### src/rtl/down_timer_32bits_pkg.sv
// Shared definitions for the down-counting timer.
//   state_e : timer FSM states (IDLE = stopped, RUN = counting,
//             EXPIRED = one-shot finished with the count at zero).
package down_timer_32bits_pkg;

  typedef enum logic [1:0] {
    ST_IDLE    = 2'd0,
    ST_RUN     = 2'd1,
    ST_EXPIRED = 2'd2
  } state_e;

endpackage : down_timer_32bits_pkg

### src/rtl/tick_prescaler.sv
// Prescaler for the down timer: counts enabled cycles 0..PRESCALE-1 and
// raises tick (combinational) during the cycle the counter sits at its
// terminal value, so the owner acts on the same edge the counter wraps.
// Ports:
//   clk      in  rising-edge clock
//   p_reset  in  asynchronous active-high reset
//   en       in  advance the counter this cycle
//   clr      in  force the counter back to 0 (dominates en)
//   tick     out high while en is high and the counter is at PRESCALE-1
module tick_prescaler #(
  parameter int unsigned PRESCALE = 1
) (
  input  logic clk,
  input  logic p_reset,
  input  logic en,
  input  logic clr,
  output logic tick
);

  localparam int unsigned CW = (PRESCALE > 1) ? $clog2(PRESCALE) : 1;
  localparam logic [CW-1:0] TERM = CW'(PRESCALE - 1);

  logic [CW-1:0] pre_q, pre_d;
  logic          at_term;

  assign at_term = (pre_q == TERM);
  assign tick    = en && at_term;

  always_comb begin
    pre_d = pre_q;
    if (clr) begin
      pre_d = '0;
    end else if (en) begin
      pre_d = at_term ? '0 : pre_q + CW'(1);
    end
  end

  always_ff @(posedge clk or posedge p_reset) begin
    if (p_reset) begin
      pre_q <= '0;
    end else begin
      pre_q <= pre_d;
    end
  end

endmodule : tick_prescaler

### src/rtl/down_timer_32bits.sv
// Loadable down-counting timer with prescaled tick, one-shot or
// auto-reload operation and a registered one-cycle terminal-count strobe.
// Ports:
//   clk          in   rising-edge clock
//   p_reset      in   asynchronous active-high reset
//   en           in   tick gate; 0 freezes prescaler and count
//   load         in   load load_val into count and reload register
//   load_val     in   value captured on load
//   start        in   start / resume counting
//   stop         in   halt counting, hold count
//   auto_reload  in   1 = periodic, 0 = one-shot (sampled at terminal tick)
//   cnt_out      out  current count
//   tc_pulse     out  terminal-count strobe
//   busy         out  high while counting (RUN)
module down_timer_32bits
  import down_timer_32bits_pkg::*;
#(
  parameter int unsigned WIDTH    = 32,
  parameter int unsigned PRESCALE = 1
) (
  input  logic             clk,
  input  logic             p_reset,
  input  logic             en,
  input  logic             load,
  input  logic [WIDTH-1:0] load_val,
  input  logic             start,
  input  logic             stop,
  input  logic             auto_reload,
  output logic [WIDTH-1:0] cnt_out,
  output logic             tc_pulse,
  output logic             busy
);

  state_e           state_q, state_d;
  logic [WIDTH-1:0] cnt_q, cnt_d;
  logic [WIDTH-1:0] reload_q, reload_d;
  logic             tc_q, tc_d;
  logic             tick;
  logic             running;

  assign running = (state_q == ST_RUN);

  // Prescaler is held at 0 outside RUN and on load/stop, so every start
  // or resume sees a full PRESCALE-cycle wait before the first decrement.
  tick_prescaler #(
    .PRESCALE (PRESCALE)
  ) u_prescaler (
    .clk     (clk),
    .p_reset (p_reset),
    .en      (en && running),
    .clr     (load || stop || !running),
    .tick    (tick)
  );

  // Priority: load > stop > start > tick.
  always_comb begin
    state_d  = state_q;
    cnt_d    = cnt_q;
    reload_d = reload_q;
    tc_d     = 1'b0;
    if (load) begin
      cnt_d    = load_val;
      reload_d = load_val;
      state_d  = ST_IDLE;
    end else begin
      unique case (state_q)
        ST_IDLE: begin
          if (start && (cnt_q != '0)) begin
            state_d = ST_RUN;
          end
        end
        ST_RUN: begin
          if (stop) begin
            state_d = ST_IDLE;
          end else if (tick) begin
            if (cnt_q > WIDTH'(1)) begin
              cnt_d = cnt_q - WIDTH'(1);
            end else if (cnt_q == WIDTH'(1)) begin
              tc_d = 1'b1;
              if (auto_reload) begin
                cnt_d = reload_q;
              end else begin
                cnt_d   = '0;
                state_d = ST_EXPIRED;
              end
            end
          end
        end
        ST_EXPIRED: begin
          if (start && (reload_q != '0)) begin
            cnt_d   = reload_q;
            state_d = ST_RUN;
          end
        end
        default: state_d = ST_IDLE;
      endcase
    end
  end

  always_ff @(posedge clk or posedge p_reset) begin
    if (p_reset) begin
      state_q  <= ST_IDLE;
      cnt_q    <= '0;
      reload_q <= '0;
      tc_q     <= 1'b0;
    end else begin
      state_q  <= state_d;
      cnt_q    <= cnt_d;
      reload_q <= reload_d;
      tc_q     <= tc_d;
    end
  end

  assign cnt_out  = cnt_q;
  assign tc_pulse = tc_q;
  assign busy     = running;

endmodule : down_timer_32bits

### config.mk
export PLATFORM = sky130hd
export DESIGN_NAME = down_timer_32bits
export DESIGN_NICKNAME = d
export VERILOG_FILES = /design/src/rtl/down_timer_32bits_pkg.sv /design/src/rtl/tick_prescaler.sv /design/src/rtl/down_timer_32bits.sv
export SDC_FILE = /design/constraint.sdc
export NUM_CORES = 1
export LEC_CHECK = 0
export BUFFER_PORTS_ARGS = -buffer_cell sky130_fd_sc_hd__buf_4
export CORE_UTILIZATION = 55
export CTS_CLUSTER_SIZE = 28
export DETAILED_ROUTE_END_ITERATION = 10
export PLACE_DENSITY_LB_ADDON = 0.3
export SYNTH_ARGS = -nofsm -noshare
export SYNTH_HDL_FRONTEND = slang
export SYNTH_SLANG_ARGS = --single-unit
### constraint.sdc
create_clock -name clk -period 6.3 [get_ports clk]
set_clock_uncertainty 0.2 [all_clocks]
set_input_delay 0.315 -clock clk [delete_from_list [all_inputs] [get_ports clk]]
set_output_delay 0.315 -clock clk [all_outputs]
set_load 0.05 [all_outputs]
# Yosys cells after proc, flatten, opt, wreduce, memory -nomap -nowiden
# Cells that the tools add are included.
[totals]
reg_bits = 68
in_bits = 39
word_cells = 61
[classes]
n_addsub = 2
magnitude_cmp = 1
n_eq_ne = 12
muxes = 26
n_bitwise = 1
n_reduce_logical = 14
[op_table]
columns = ["cell", "count"]
rows = [
  ["2-to-1 mux 32 bit", 7],
  ["case mux 32 bit (2 select lines)", 1],
  ["nonzero test 32 bit", 2],
  ["== test 32 x 1 -> 1 bit, second input constant", 1],
  ["> comparator 32 x 1 -> 1 bit, second input constant", 1],
  ["subtractor 32 x 1 -> 32 bit, second input constant", 1],
  ["2-to-1 mux 2 bit", 8],
  ["!= test 3 bit, second input constant", 4],
  ["!= test 4 bit, second input constant", 3],
  ["2-to-1 mux 1 bit", 9],
  ["case mux 2 bit (3 select lines)", 1],
  ["AND reduction 6 bit", 1],
  ["AND reduction 5 bit", 1],
  ["logical AND 1 bit", 4],
  ["!= test 4 x 2 -> 1 bit, second input constant", 1],
  ["!= test 4 x 3 -> 1 bit, second input constant", 1],
  ["nonzero test 3 bit", 1],
  ["== test 2 x 1 -> 1 bit, second input constant", 1],
  ["== test 2 bit, second input constant", 1],
  ["logical NOT 2 bit", 1],
  ["logical OR 1 bit", 2],
  ["nonzero test 2 bit", 1],
  ["adder 1 bit, second input constant", 1],
  ["logical NOT 1 bit", 1],
  ["inverter 1 bit", 1],
]

# Logic depth before layout (Yosys ltp)
# Gate-level depths: netlist of run 1.
[logic_depth]
depth_word = 7
mapped_depth = 9

# Modules after synthesis
# A second synthesis of run 1 with hierarchy kept.
[hier_totals]
hier_cells = 372
hier_area_um2 = 3738.6
[by_module_without_submodules]
columns = ["mod", "instances", "cells_each", "area_per_inst_um2", "seq_area_each_um2"]
rows = [
  ["down_timer_32bits", 1, 371, 3731.1, 1676.6],
  ["tick_prescaler", 1, 1, 7.5, 0.0],
]

# Least setup slack after synthesis of run 1
# OpenSTA, ideal clock, no wires.
[synth_path]
kind = "reg-to-reg"
start = "reg cnt_q[25] (netlist: cnt_out[25])"
end = "reg cnt_q[0] (netlist: cnt_out[0])"
setup_ns = 0.137
t_arrival_ns = 2.539
t_required_ns = 5.963
slack_ns = 3.424
path_stages_with_launch = 9
n_path_buf = 2
synth_period_minus_slack_ns = 2.876
path_cell_list = "dfrtp_1 -> or4_4 -> nand2b_4 -> buf_6 -> nor4_4 -> nor2_4 -> buf_6 -> a222oi_1 -> a21oi_1"
[synth_via]
elab_chain_cells = 6
elab_cells_between_ends = 9
[synth_rtl]
columns = ["item", "line_no", "rtl"]
rows = [
  ["start, declared", "down_timer_32bits.sv:35", "logic [WIDTH-1:0] cnt_q, cnt_d;"],
  ["start signal, assigned", "down_timer_32bits.sv:108", "cnt_q <= cnt_d;"],
  ["> comparator 32 x 1 -> 1 bit", "down_timer_32bits.sv:76", "if (cnt_q > WIDTH'(1)) begin"],
  ["2-to-1 mux 32 bit", "down_timer_32bits.sv:76", ""],
  ["2-to-1 mux 32 bit", "down_timer_32bits.sv:75", "end else if (tick) begin"],
  ["2-to-1 mux 32 bit", "down_timer_32bits.sv:73", "if (stop) begin"],
  ["case mux 32 bit (2 select lines)", "down_timer_32bits.sv:66", "unique case (state_q)"],
  ["2-to-1 mux 32 bit", "down_timer_32bits.sv:61", "if (load) begin"],
]
# Several ways; a longest one is shown, not always the timed one. The select of a mux whose other input is x is not followed.
# A chain may end at the register's enable or synchronous reset.

# Final worst setup path of run 1
[layout_path]
start = "reg cnt_q[17] (netlist: cnt_out[17])"
end = "reg cnt_q[18] (netlist: cnt_out[18])"
[layout_via]
elab_chain_cells = 6
elab_cells_between_ends = 10
[layout_rtl]
columns = ["item", "line_no"]
rows = [
  ["subtractor 32 x 1 -> 32 bit or > comparator 32 x 1 -> 1 bit (tied branches)", "down_timer_32bits.sv:77, down_timer_32bits.sv:76"],
  ["2-to-1 mux 32 bit", "down_timer_32bits.sv:76"],
  ["2-to-1 mux 32 bit", "down_timer_32bits.sv:75"],
  ["2-to-1 mux 32 bit", "down_timer_32bits.sv:73"],
  ["case mux 32 bit (2 select lines)", "down_timer_32bits.sv:66"],
  ["2-to-1 mux 32 bit", "down_timer_32bits.sv:61"],
]
# Several ways; a longest one is shown, not always the timed one. The select of a mux whose other input is x is not followed.

==> impl_metrics.env, run 1 <==
export IMPL_dp_cells=520
export IMPL_r2r_slack_ns=2.77
export IMPL_post_synth_num_cell_types=57
export IMPL_clkLatencyLatePin_ns=0.36
export IMPL_crit_fanout=27
export IMPL_worst_r2r_startpoint="cnt_out[17]$_DFFE_PP0P_"
export IMPL_mappedNetlistArea_um2=3817
export IMPL_tns_ns=0
export IMPL_fin_crit_sh_pct=56.10
export IMPL_rows=29
export IMPL_swShare_pct=36.56
export IMPL_hold_viol_final=2
export IMPL_die_area_um2=7278
export IMPL_leakagePower_nw=1.965
export IMPL_p_int_mw=0.8259
export IMPL_area_delta_synth_final_pct=20.91
export IMPL_max_slew_margin_pct=26.24
export IMPL_cts_sinks=67
export IMPL_die_height_um=85.31
export IMPL_grt_use_total_pct=32.30
export IMPL_grt_overflow_total=0
export IMPL_gp_congestion=0.9471
export IMPL_grt_pass1_vias=3517
export IMPL_synth_edf_count=0
export IMPL_seqPwrFrac_pct=42.8
export IMPL_wl_met1_um=4688
export IMPL_drive_gt1_share_pct=27.59
export IMPL_ctsRootBufferMaster="clkbuf_8"
export IMPL_vias_per_cell=6.787
export IMPL_met2WireLength_um=5108
export IMPL_final_cells=541
export IMPL_numCtsBuffers=9
export IMPL_dpl_cell_area_um2=4353
export IMPL_hpwl_um=7195
export IMPL_clkPwrFrac_pct=29.5
export IMPL_violations="hold timing"
export IMPL_grt_pass1_wl_um=18170
export IMPL_critPathCaptureType="flip-flop"
export IMPL_antenna_cells=0
export IMPL_arrival_ns=3.60
export IMPL_ys_seq_area_share_pct=43.92
export IMPL_via_count=3672
export IMPL_wire_per_inst_um=20.15
export IMPL_drv_cap=0
export IMPL_hp_class="primary input to asynchronous set/reset pin"
export IMPL_cts_setup_buffers=0
export IMPL_crit_start="cnt_out[17]$_DFFE_PP0P_"
export IMPL_core_region_area_um2=6531
export IMPL_cts_resized=0
export IMPL_fmax_ghz=0.2829
export IMPL_clkTransAtPathRegs_ns=0.07
export IMPL_critPathKind="flip-flop to flip-flop"
export IMPL_power_density_nw_per_um2=282.0
export IMPL_startpoint_type="flip-flop"
export IMPL_status="finished with violations"
export IMPL_required_ns=6.36
export IMPL_whs_ns=-0.001361
export IMPL_antenna_found_initial=0
export IMPL_io_pins=73
export IMPL_reg2reg_depth=6
export IMPL_design_area_um2=4616
export IMPL_r2r_end="cnt_out[18]$_DFFE_PP0P_"
export IMPL_cts_buffer_depth=2
export IMPL_irDropWorstVdd_uv=180.6
export IMPL_grt_max_degree=69
export IMPL_fin_crit_ns=3.534
export IMPL_cts_tree="done"
export IMPL_setup_viol=0
export IMPL_htree_levels=3
export IMPL_drcViolationCount=0
export IMPL_syn_inst=394
export IMPL_p_comb_share_pct=27.8
export IMPL_ys_warn_count=0
export IMPL_die_w_um=85.31
export IMPL_yosys_most_used_dff="dfrtp_1"
export IMPL_tightest_slew_ns=1.106
export IMPL_synth_seq_cells=67
export IMPL_ys_async_sr_fraction_pct=100.0
export IMPL_crit_path_end="cnt_out[18]$_DFFE_PP0P_"
export IMPL_start_util_pct=58.45
export IMPL_met3_length_um=908
export IMPL_drt_iter0_drc=504
export IMPL_port_buffers=72
export IMPL_highest_layer="met4"
export IMPL_drt_first_pass_iters=6
export IMPL_nets=501
export IMPL_syn_nets=436
export IMPL_postSynthAreaPerCell_um2=9.689
export IMPL_p_sw_mw=0.4759
export IMPL_wl_um=10900
export IMPL_drv_slew=0
export IMPL_rsz0062_at_grt="false"
export IMPL_ant_nets=0
[layer usage]
| layer | global-route usage [%] | vias up |
|---|---|---|
| met4 | 11.67 | 0 |
| met3 | 6.907 | 29 |
| met1 | 45.61 | 1786 |
| li1 | - | 1646 |
| met5 | 0 | - |
| met2 | 49.49 | 211 |
[state kept, by name (all words and copies together) (netlist names)]
| name | flops |
|---|---|
| cnt_out | 32 |
| reload_q | 32 |
| state_q | 2 |
| tc_pulse | 1 |
[repair_timing]
action,4_1_cts,5_1_grt
hold buffers,4,1
setup endpoints to repair,0,0
endpoints found under the hold margin,4,1
[worst max-delay path: stages (launching register included)]
cell      delay [ns]
dfrtp_1         0.47
nor4_1          0.50
nand4_1         0.41
nor4b_1         0.54
a221o_1         0.94
a21boi_0        0.24
o21ai_0         0.15
[cells in the final DEF (no fill, tap or decap), types with 3 or more instances in the layout]
cell type,n
a22oi_1,5
nor2b_1,4
a21boi_0,5
clkbuf_8,12
a222oi_1,12
dlygate4sd3_1,5
mux2_2,21
ha_1,3
or2_2,3
nor3_1,19
a21oi_1,12
a21o_1,3
dfrtp_1,67
nand4_1,7
nand3_1,4
and2_1,4
nor2_1,24
buf_4,74
or4_1,3
o21ai_0,36
xor2_1,10
a221oi_1,8
nor4_1,19
nand2_1,25
inv_1,16
a22o_1,3
o2bb2ai_1,17
[per-stage QoR]
step                utilization, %  setup slack, ns  hold WS (ns)  total power, mW
floorplan                        -            3.424        0.2486           0.7918
global placement             66.65            2.935        0.3079           0.9080
detailed placement           66.65            2.773        0.3121           0.9156
CTS                          70.52            2.867      0.001612            1.297
global route                 70.67            2.520      0.002087            1.351
finish                       70.67            2.766     -0.001361            1.302
[synthesized netlist by cell type, drive strengths merged (2+ instances only)]
cell type | number | area, um2
nor2 | 26 | 107.6
o21ai | 36 | 180.2
a21oi | 12 | 60.06
a22o | 3 | 26.28
inv | 17 | 63.81
nor2b | 4 | 25.02
xor2 | 10 | 87.58
ha | 3 | 37.54
and2 | 4 | 25.02
nand2 | 25 | 93.84
mux2 | 21 | 236.5
a22oi | 5 | 37.54
o2bb2ai | 17 | 148.9
nand4 | 7 | 43.79
a21o | 5 | 40.04
nand2b | 2 | 20.02
a222oi | 12 | 120.1
nor4b | 2 | 17.52
o211ai | 2 | 15.01
a31oi | 2 | 12.51
a221oi | 10 | 93.84
o31ai | 2 | 15.01
o22ai | 2 | 12.51
clkbuf | 15 | 57.55
or2 | 4 | 25.03
nor4 | 20 | 140.1
a211oi | 2 | 15.01
a21boi | 5 | 37.54
o221ai | 2 | 17.52
dfrtp | 67 | 1677
buf | 10 | 65.06
or4 | 6 | 53.80
nand3 | 4 | 20.02
nor3 | 20 | 105.1
or3 | 3 | 20.02
[cell type report]
class                   count  area, um2
multi-input cells         285       1961
clock buffers              12      165.2
inverters                  17      63.81
flip-flops and latches     67       1677
repair buffers             79      605.6
clock inverters             4      47.55
well taps                  77      96.34
fillers                   507       1916
[logic make-up (layout without fill, tap and decap cells)]
kind of cell / count (synthesis) / in the layout / synth area share, %
simple gates: 130 / 130 / 18.94
compound gates: 121 / 121 / 22.78
flops: 67 / 67 / 43.92
buf+inv: 42 / 112 / 4.883
mux: 21 / 21 / 6.195
xor+xnor: 10 / 10 / 2.294
fa+ha+maj: 3 / 3 / 0.9834
[how the worst min path moves through the flow]
| stage | slack (ns) | startpoint | cells after the start | to |
|---|---|---|---|---|
| final | -0.001 | p_reset | 3 | reload_q[18]$_DFFE_PP0P_ |
| after global placement | 0.31 | reload_q[16]$_DFFE_PP0P_ | 1 | reload_q[16]$_DFFE_PP0P_ |
| after global routing | 0.002 | load_val[4] | 2 | reload_q[4]$_DFFE_PP0P_ |
| after floorplan | 0.25 | load_val[18] | 2 | reload_q[18]$_DFFE_PP0P_ |
| after CTS | 0.002 | load_val[19] | 3 | reload_q[19]$_DFFE_PP0P_ |
| after detailed placement | 0.31 | reload_q[16]$_DFFE_PP0P_ | 1 | reload_q[16]$_DFFE_PP0P_ |
[power by group through the flow]
stage | sequential, mW | combinational (mW) | clock, mW
2_1_floorplan | 0.651 | 0.141 | 0
6_report | 0.557 | 0.362 | 0.384
3_3_place_gp | 0.558 | 0.350 | 0
4_1_cts | 0.553 | 0.360 | 0.383
3_5_place_dp | 0.560 | 0.355 | 0
5_1_grt | 0.565 | 0.385 | 0.401
(Power assumes the default switching activity.)
==> run 2: changes to the inputs <==
--- a/config.mk
+++ b/config.mk
@@ -5,8 +5,9 @@
 export SDC_FILE = /design/constraint.sdc
 export NUM_CORES = 1
 export LEC_CHECK = 0
+export ABC_AREA = 1
 export BUFFER_PORTS_ARGS = -buffer_cell sky130_fd_sc_hd__buf_4
-export CORE_UTILIZATION = 55
+export CORE_UTILIZATION = 52
 export CTS_CLUSTER_SIZE = 28
 export DETAILED_ROUTE_END_ITERATION = 10
 export PLACE_DENSITY_LB_ADDON = 0.3
==> constraint.sdc (replaced) <==
create_clock -name clk -period 3.1 [get_ports clk]
set_clock_uncertainty 0.2 [all_clocks]
set_input_delay 0.155 -clock clk [delete_from_list [all_inputs] [get_ports clk]]
set_output_delay 0.155 -clock clk [all_outputs]
set_load 0.05 [all_outputs]
==> impl_metrics.env, run 2 <==
export IMPL_required_ns=3.18
export IMPL_hp_class="primary input to flip-flop"
export IMPL_power_density_nw_per_um2=584.9
export IMPL_dpl_cell_area_um2=5315
export IMPL_crit_path_end="cnt_out[1]$_DFFE_PP0P_"
export IMPL_core_region_area_um2=8763
export IMPL_hpwl_um=10600
export IMPL_antenna_found_initial=0
export IMPL_fin_ws_ns=0.3098
export IMPL_setup_viol=0
export IMPL_p_sw_mw=1.519
export IMPL_dp_cells=912
export IMPL_synth_edf_count=0
export IMPL_wl_um=14700
export IMPL_pre_cts_ws_ns=0.3543
export IMPL_die_w_um=97.56
export IMPL_yosys_most_used_dff="dfrtp_1"
export IMPL_cts_resized=0
export IMPL_antenna_cells=0
export IMPL_mappedNetlistArea_um2=4748
export IMPL_drcViolationCount=0
export IMPL_final_cells=962
export IMPL_tns_ns=0
export IMPL_syn_inst=754
export IMPL_synth_top_area_share_pct=35.31
export IMPL_fin_util_pct=67.10
export IMPL_die_height_um=97.56
export IMPL_yosys_area_top_type="dfrtp_1"
export IMPL_nets=892
export IMPL_design_area_um2=5881
export IMPL_drv_slew=0
export IMPL_htree_levels=3
export IMPL_die_area_um2=9518
export IMPL_p_int_mw=1.920
export IMPL_crit_start="cnt_out[0]$_DFFE_PP0P_"
export IMPL_crit_fanout=24
export IMPL_cts_buffer_depth=2
export IMPL_startpoint_type="flip-flop"
export IMPL_drive_gt1_share_pct=14.52
export IMPL_status="complete, no violations"
export IMPL_grt_pass1_wl_um=24430
export IMPL_io_pins=73
export IMPL_numCtsBuffers=9
export IMPL_grt_max_degree=55
export IMPL_fin_crit_sh_pct=90.01
export IMPL_ys_top_cells_by_count="nand2_1, nor2_1, inv_1, nand3_1, dfrtp_1"
export IMPL_rsz0062_at_grt="false"
export IMPL_whs_ns=0.08262
export IMPL_ant_nets=0
export IMPL_clkTransAtPathRegs_ns=0.07
export IMPL_postSynthAreaPerCell_um2=6.297
export IMPL_r2r_end="cnt_out[1]$_DFFE_PP0P_"
export IMPL_mostFrequentLayoutCells="nand2_1, nor2_1, inv_1, nand3_1, buf_4"
export IMPL_synth_most_common_cell="nand2_1"
export IMPL_grt_overflow_total=0
export IMPL_rows=34
export IMPL_wire_per_inst_um=15.28
export IMPL_cts_setup_buffers=0
export IMPL_hold_viol_final=0
export IMPL_seqPwrFrac_pct=34.7
export IMPL_ys_seq_area_share_pct=35.31
export IMPL_post_synth_num_cell_types=32
export IMPL_vias_per_cell=5.468
export IMPL_via_count=5260
export IMPL_grt_use_total_pct=32.08
export IMPL_critPathKind="flip-flop to flip-flop"
export IMPL_reg2reg_depth=10
export IMPL_gp_congestion=1.037
export IMPL_ctsHoldBuffers=35
export IMPL_max_slew_margin_pct=34.27
export IMPL_drt_first_pass_iters=8
export IMPL_start_util_pct=54.18
export IMPL_ctsRootBufferMaster="clkbuf_8"
export IMPL_power_total_mw=3.440
export IMPL_ys_warn_count=0
export IMPL_clkPwrFrac_pct=23.9
export IMPL_cts_tree="done"
export IMPL_critPathCaptureType="flip-flop"
export IMPL_fillCellCount=784
export IMPL_swShare_pct=44.17
export IMPL_fmax_ghz=0.3584
export IMPL_p_comb_share_pct=41.4
export IMPL_clkLatencyLatePin_ns=0.35
export IMPL_grt_pass1_vias=5027
export IMPL_irDropWorstVdd_uv=268.2
export IMPL_drt_iter0_drc=508
export IMPL_final_common_cell="nand2_1"
export IMPL_drv_cap=0
export IMPL_tightest_slew_ns=0.9859
export IMPL_port_buffers=72
export IMPL_arrival_ns=2.87
export IMPL_syn_nets=796
export IMPL_synth_seq_cells=67
export IMPL_area_delta_synth_final_pct=23.85
export IMPL_synthTopCellsByArea="dfrtp_1, nand2_1, nor2_1"
export IMPL_ys_async_sr_fraction_pct=100.0
export IMPL_leakagePower_nw=3.153
export IMPL_worstHoldStart="load"
export IMPL_r2r_slack_ns=0.31
export IMPL_fin_crit_ns=2.790
export IMPL_worst_r2r_startpoint="cnt_out[0]$_DFFE_PP0P_"
export IMPL_cts_sinks=67
==> run 2: worst min path at each step <==
stage	endpoint	slack, ns	cells after the start
after CTS	reload_q[18]$_DFFE_PP0P_	0.07	2
after global placement	reload_q[8]$_DFFE_PP0P_	0.06	3
after floorplan	reload_q[31]$_DFFE_PP0P_	0.08	2
after global routing	reload_q[22]$_DFFE_PP0P_	0.10	2
final	reload_q[31]$_DFFE_PP0P_	0.08	3
after detailed placement	reload_q[5]$_DFFE_PP0P_	0.07	3
==> run 2: worst max-delay path: stages (launching register included) <==
cell	delay, ns
dfrtp_1	0.39
inv_1	0.12
ha_1	0.29
nand2_4	0.14
nor2_8	0.06
o21ai_2	0.76
nand2_1	0.26
or2_0	0.28
nand3_1	0.07
nand2_1	0.06
nand2_1	0.10
==> run 2: power by group through the flow <==
stage	clock network, mW	logic [mW]	registers, mW
after detailed placement	0	1.36	1.20
after global routing	0.870	1.54	1.21
after floorplan	0	0.675	1.47
after global placement	0	1.36	1.19
final	0.823	1.42	1.19
after CTS	0.830	1.41	1.19
==> run 2: cell type report <==
| class | instances | area, um2 | share of cell area [%] |
|---|---|---|---|
| Multi-Input combinational cell | 570 | 2580 | 43.87 |
| Sequential cell | 67 | 1677 | 28.51 |
| Timing Repair Buffer | 114 | 943.4 | 16.04 |
| Inverter | 88 | 330.3 | 5.617 |
| Clock buffer | 10 | 137.6 | 2.340 |
| Tap cell | 108 | 135.1 | 2.298 |
| Clock inverter | 5 | 77.57 | 1.319 |
==> run 2: logic make-up (layout without fill, tap and decap cells) <==
logic type / after synthesis / after routing / share of synthesized area (%)
flops: 67 / 67 / 35.31
buf+inv: 117 / 217 / 10.36
xor+xnor: 14 / 14 / 2.582
simple gates: 486 / 486 / 43.27
compound gates: 67 / 67 / 7.695
fa+ha+maj: 3 / 3 / 0.7906
==> run 2: layer usage <==
metal  global-route usage (%)  part of all wire (%)  vias up
met5                        0                     0        -
met4                    13.91                   3.2        0
met3                    6.331                   9.8       46
met2                    48.09                    43      290
met1                    45.00                    44     2388
li1                         -                     -     2536
==> run 3: changes to the inputs <==
--- a/config.mk
+++ b/config.mk
@@ -5,9 +5,10 @@
 export SDC_FILE = /design/constraint.sdc
 export NUM_CORES = 1
 export LEC_CHECK = 0
-export ABC_AREA = 1
+export ABC_AREA = 0
 export BUFFER_PORTS_ARGS = -buffer_cell sky130_fd_sc_hd__buf_4
-export CORE_UTILIZATION = 52
+export CORE_MARGIN = 1.5
+export CORE_UTILIZATION = 50
 export CTS_CLUSTER_SIZE = 28
 export DETAILED_ROUTE_END_ITERATION = 10
 export PLACE_DENSITY_LB_ADDON = 0.3
==> impl_metrics.env, run 3 (same netlist as run 1, synthesis figures left out) <==
export IMPL_core_region_area_um2=7331
export IMPL_rsz0062_at_grt="false"
export IMPL_via_count=3838
export IMPL_grt_max_degree=42
export IMPL_cts_sinks=67
export IMPL_final_common_cell="buf_4"
export IMPL_die_area_um2=8168
export IMPL_startpoint_type="flip-flop"
export IMPL_hp_class="primary input to flip-flop"
export IMPL_wire_per_inst_um=18.71
export IMPL_die_height_um=90.38
export IMPL_numCtsBuffers=9
export IMPL_drcViolationCount=0
export IMPL_port_buffers=72
export IMPL_htree_levels=3
export IMPL_grt_pass1_vias=3769
export IMPL_r2r_end="cnt_out[6]$_DFFE_PP0P_"
export IMPL_io_pins=73
export IMPL_critPathKind="flip-flop to flip-flop"
export IMPL_ant_nets=0
export IMPL_fin_crit_sh_pct=94.34
export IMPL_fin_crit_ns=2.924
export IMPL_cts_buffer_depth=2
export IMPL_power_density_nw_per_um2=514.8
export IMPL_whs_path_depth=3
export IMPL_cts_tree="done"
export IMPL_worstHoldStart="start"
export IMPL_slowest_delay_ns=0.60
export IMPL_rows=31
export IMPL_min_to="state_q[0]$_DFFE_PP0P_"
export IMPL_antenna_cells=0
export IMPL_drv_slew=0
export IMPL_mostFrequentLayoutCells="buf_4, dfrtp_1, dlygate4sd3_1"
export IMPL_cts_resized=0
export IMPL_gp_congestion=0.9191
export IMPL_design_area_um2=5104
export IMPL_cp_slowest_cell="or4_4"
export IMPL_drt_iter0_drc=420
export IMPL_required_ns=3.13
export IMPL_tns_ns=0
export IMPL_hold_viol_final=0
export IMPL_ctsRootBufferMaster="clkbuf_8"
export IMPL_final_cells=617
export IMPL_tightest_slew_ns=0.7335
export IMPL_area_delta_synth_final_pct=33.69
export IMPL_status="complete, no violations"
export IMPL_multiInputGateArea_um2=1961
export IMPL_dpl_cell_area_um2=4538
export IMPL_dp_cells=563
export IMPL_max_slew_margin_pct=51.10
export IMPL_r2r_slack_ns=0.18
export IMPL_reg2reg_depth=7
export IMPL_wl_um=11550
export IMPL_arrival_ns=2.95
export IMPL_fmax_ghz=0.3419
export IMPL_grt_overflow_total=0
export IMPL_power_total_mw=2.627
export IMPL_nets=556
export IMPL_drive_gt1_share_pct=27.99
export IMPL_irDropWorstVdd_uv=279.9
export IMPL_path_cells="nor4_1 -> nand4_1 -> or4_4 -> nand2_1 -> buf_4 -> o21ai_0 -> o2bb2ai_1"
export IMPL_die_w_um=90.38
export IMPL_fin_util_pct=69.62
export IMPL_cp_buffers_inverters=1
export IMPL_hpwl_um=7855
export IMPL_clkLatencyLatePin_ns=0.35
export IMPL_start_util_pct=52.07
export IMPL_crit_fanout=8
export IMPL_grt_pass1_wl_um=19120
export IMPL_clkTransAtPathRegs_ns=0.07
export IMPL_antenna_found_initial=0
export IMPL_drv_cap=0
export IMPL_vias_per_cell=6.220
export IMPL_crit_family="simple AND/OR/NAND/NOR gates"
export IMPL_leakagePower_nw=2.192
export IMPL_setup_viol=0
export IMPL_ff_latch_area_um2=1677
export IMPL_drt_first_pass_iters=6
export IMPL_grt_use_total_pct=29.42
export IMPL_crit_start="cnt_out[13]$_DFFE_PP0P_"
export IMPL_fillCellCount=578
export IMPL_critPathCaptureType="flip-flop"
export IMPL_worst_r2r_startpoint="cnt_out[13]$_DFFE_PP0P_"
[run 3: cell types whose count changed in the layout (fill, tap and decap cells not counted), moves of 12 or more]
| cell | previous run | this run |
|---|---|---|
| inv_1 | 81 | 16 |
| nor3_1 | 2 | 19 |
| mux2_2 | 0 | 21 |
| nand2_1 | 251 | 25 |
| o2bb2ai_1 | 0 | 17 |
| nand3_1 | 81 | 4 |
| nor2_1 | 115 | 24 |
| a222oi_1 | 0 | 12 |
| buf_4 | 79 | 95 |
| nor4_1 | 0 | 19 |
[run 3: cell type report]
| type | count | area share [%] |
|---|---|---|
| clock buffer | 12 | 2.648 |
| inverter | 17 | 1.250 |
| multi-input combinational | 285 | 38.42 |
| timing repair buffer | 134 | 21.62 |
| tap | 99 | 2.427 |
| clock inverter | 3 | 0.7845 |
| sequential | 67 | 32.85 |
[run 3: per-layer routing]
metal | routed length [um] | global-route usage (%)
met1 | 4878 | 38.86
met3 | 920 | 7.155
met2 | 5453 | 46.15
met4 | 292 | 12.43
met5 | 0 | 0
[run 3: how the worst max path moves through the flow]
| stage | endpoint | slack, ns | cells past startpoint |
|---|---|---|---|
| floorplan | cnt_out[0]$_DFFE_PP0P_ | 0.22 | 8 |
| global placement | cnt_out[3]$_DFFE_PP0P_ | 0.31 | 7 |
| detailed placement | cnt_out[6]$_DFFE_PP0P_ | 0.27 | 7 |
| CTS | cnt_out[6]$_DFFE_PP0P_ | 0.24 | 7 |
| global route | cnt_out[6]$_DFFE_PP0P_ | 0.02 | 7 |
| finish | cnt_out[6]$_DFFE_PP0P_ | 0.18 | 7 |
[run 3: worst register-to-register path, cell delays in order, from the launching register on]
cell       delay (ns)
dfrtp_1          0.44
nor4_1           0.43
nand4_1          0.37
or4_4            0.60
nand2_1          0.31
buf_4            0.19
o21ai_0          0.11
o2bb2ai_1        0.15
[run 3: timing repair]
action / CTS / global route
hold buffers: 39 / 0
buffers inserted: 0 / 0
hold endpoints to repair: 129 / 0
[run 3: report_power, final]
part	total, mW	switching, mW	internal, mW	leakage (nW)
sequential	1.12	0.142	0.980	0.804
clock	0.684	0.319	0.365	0.0902
combinational	0.822	0.498	0.324	1.30
total	2.63	0.958	1.67	2.19
[run 3: metrics by stage]
step                hold slack [ns]  worst slack [ns]
finish                     0.003047            0.1756
global route                0.03725           0.01936
CTS                        0.001542            0.2411
detailed placement          0.05555            0.2689
global placement            0.04865            0.3095
floorplan                   0.08861            0.2242
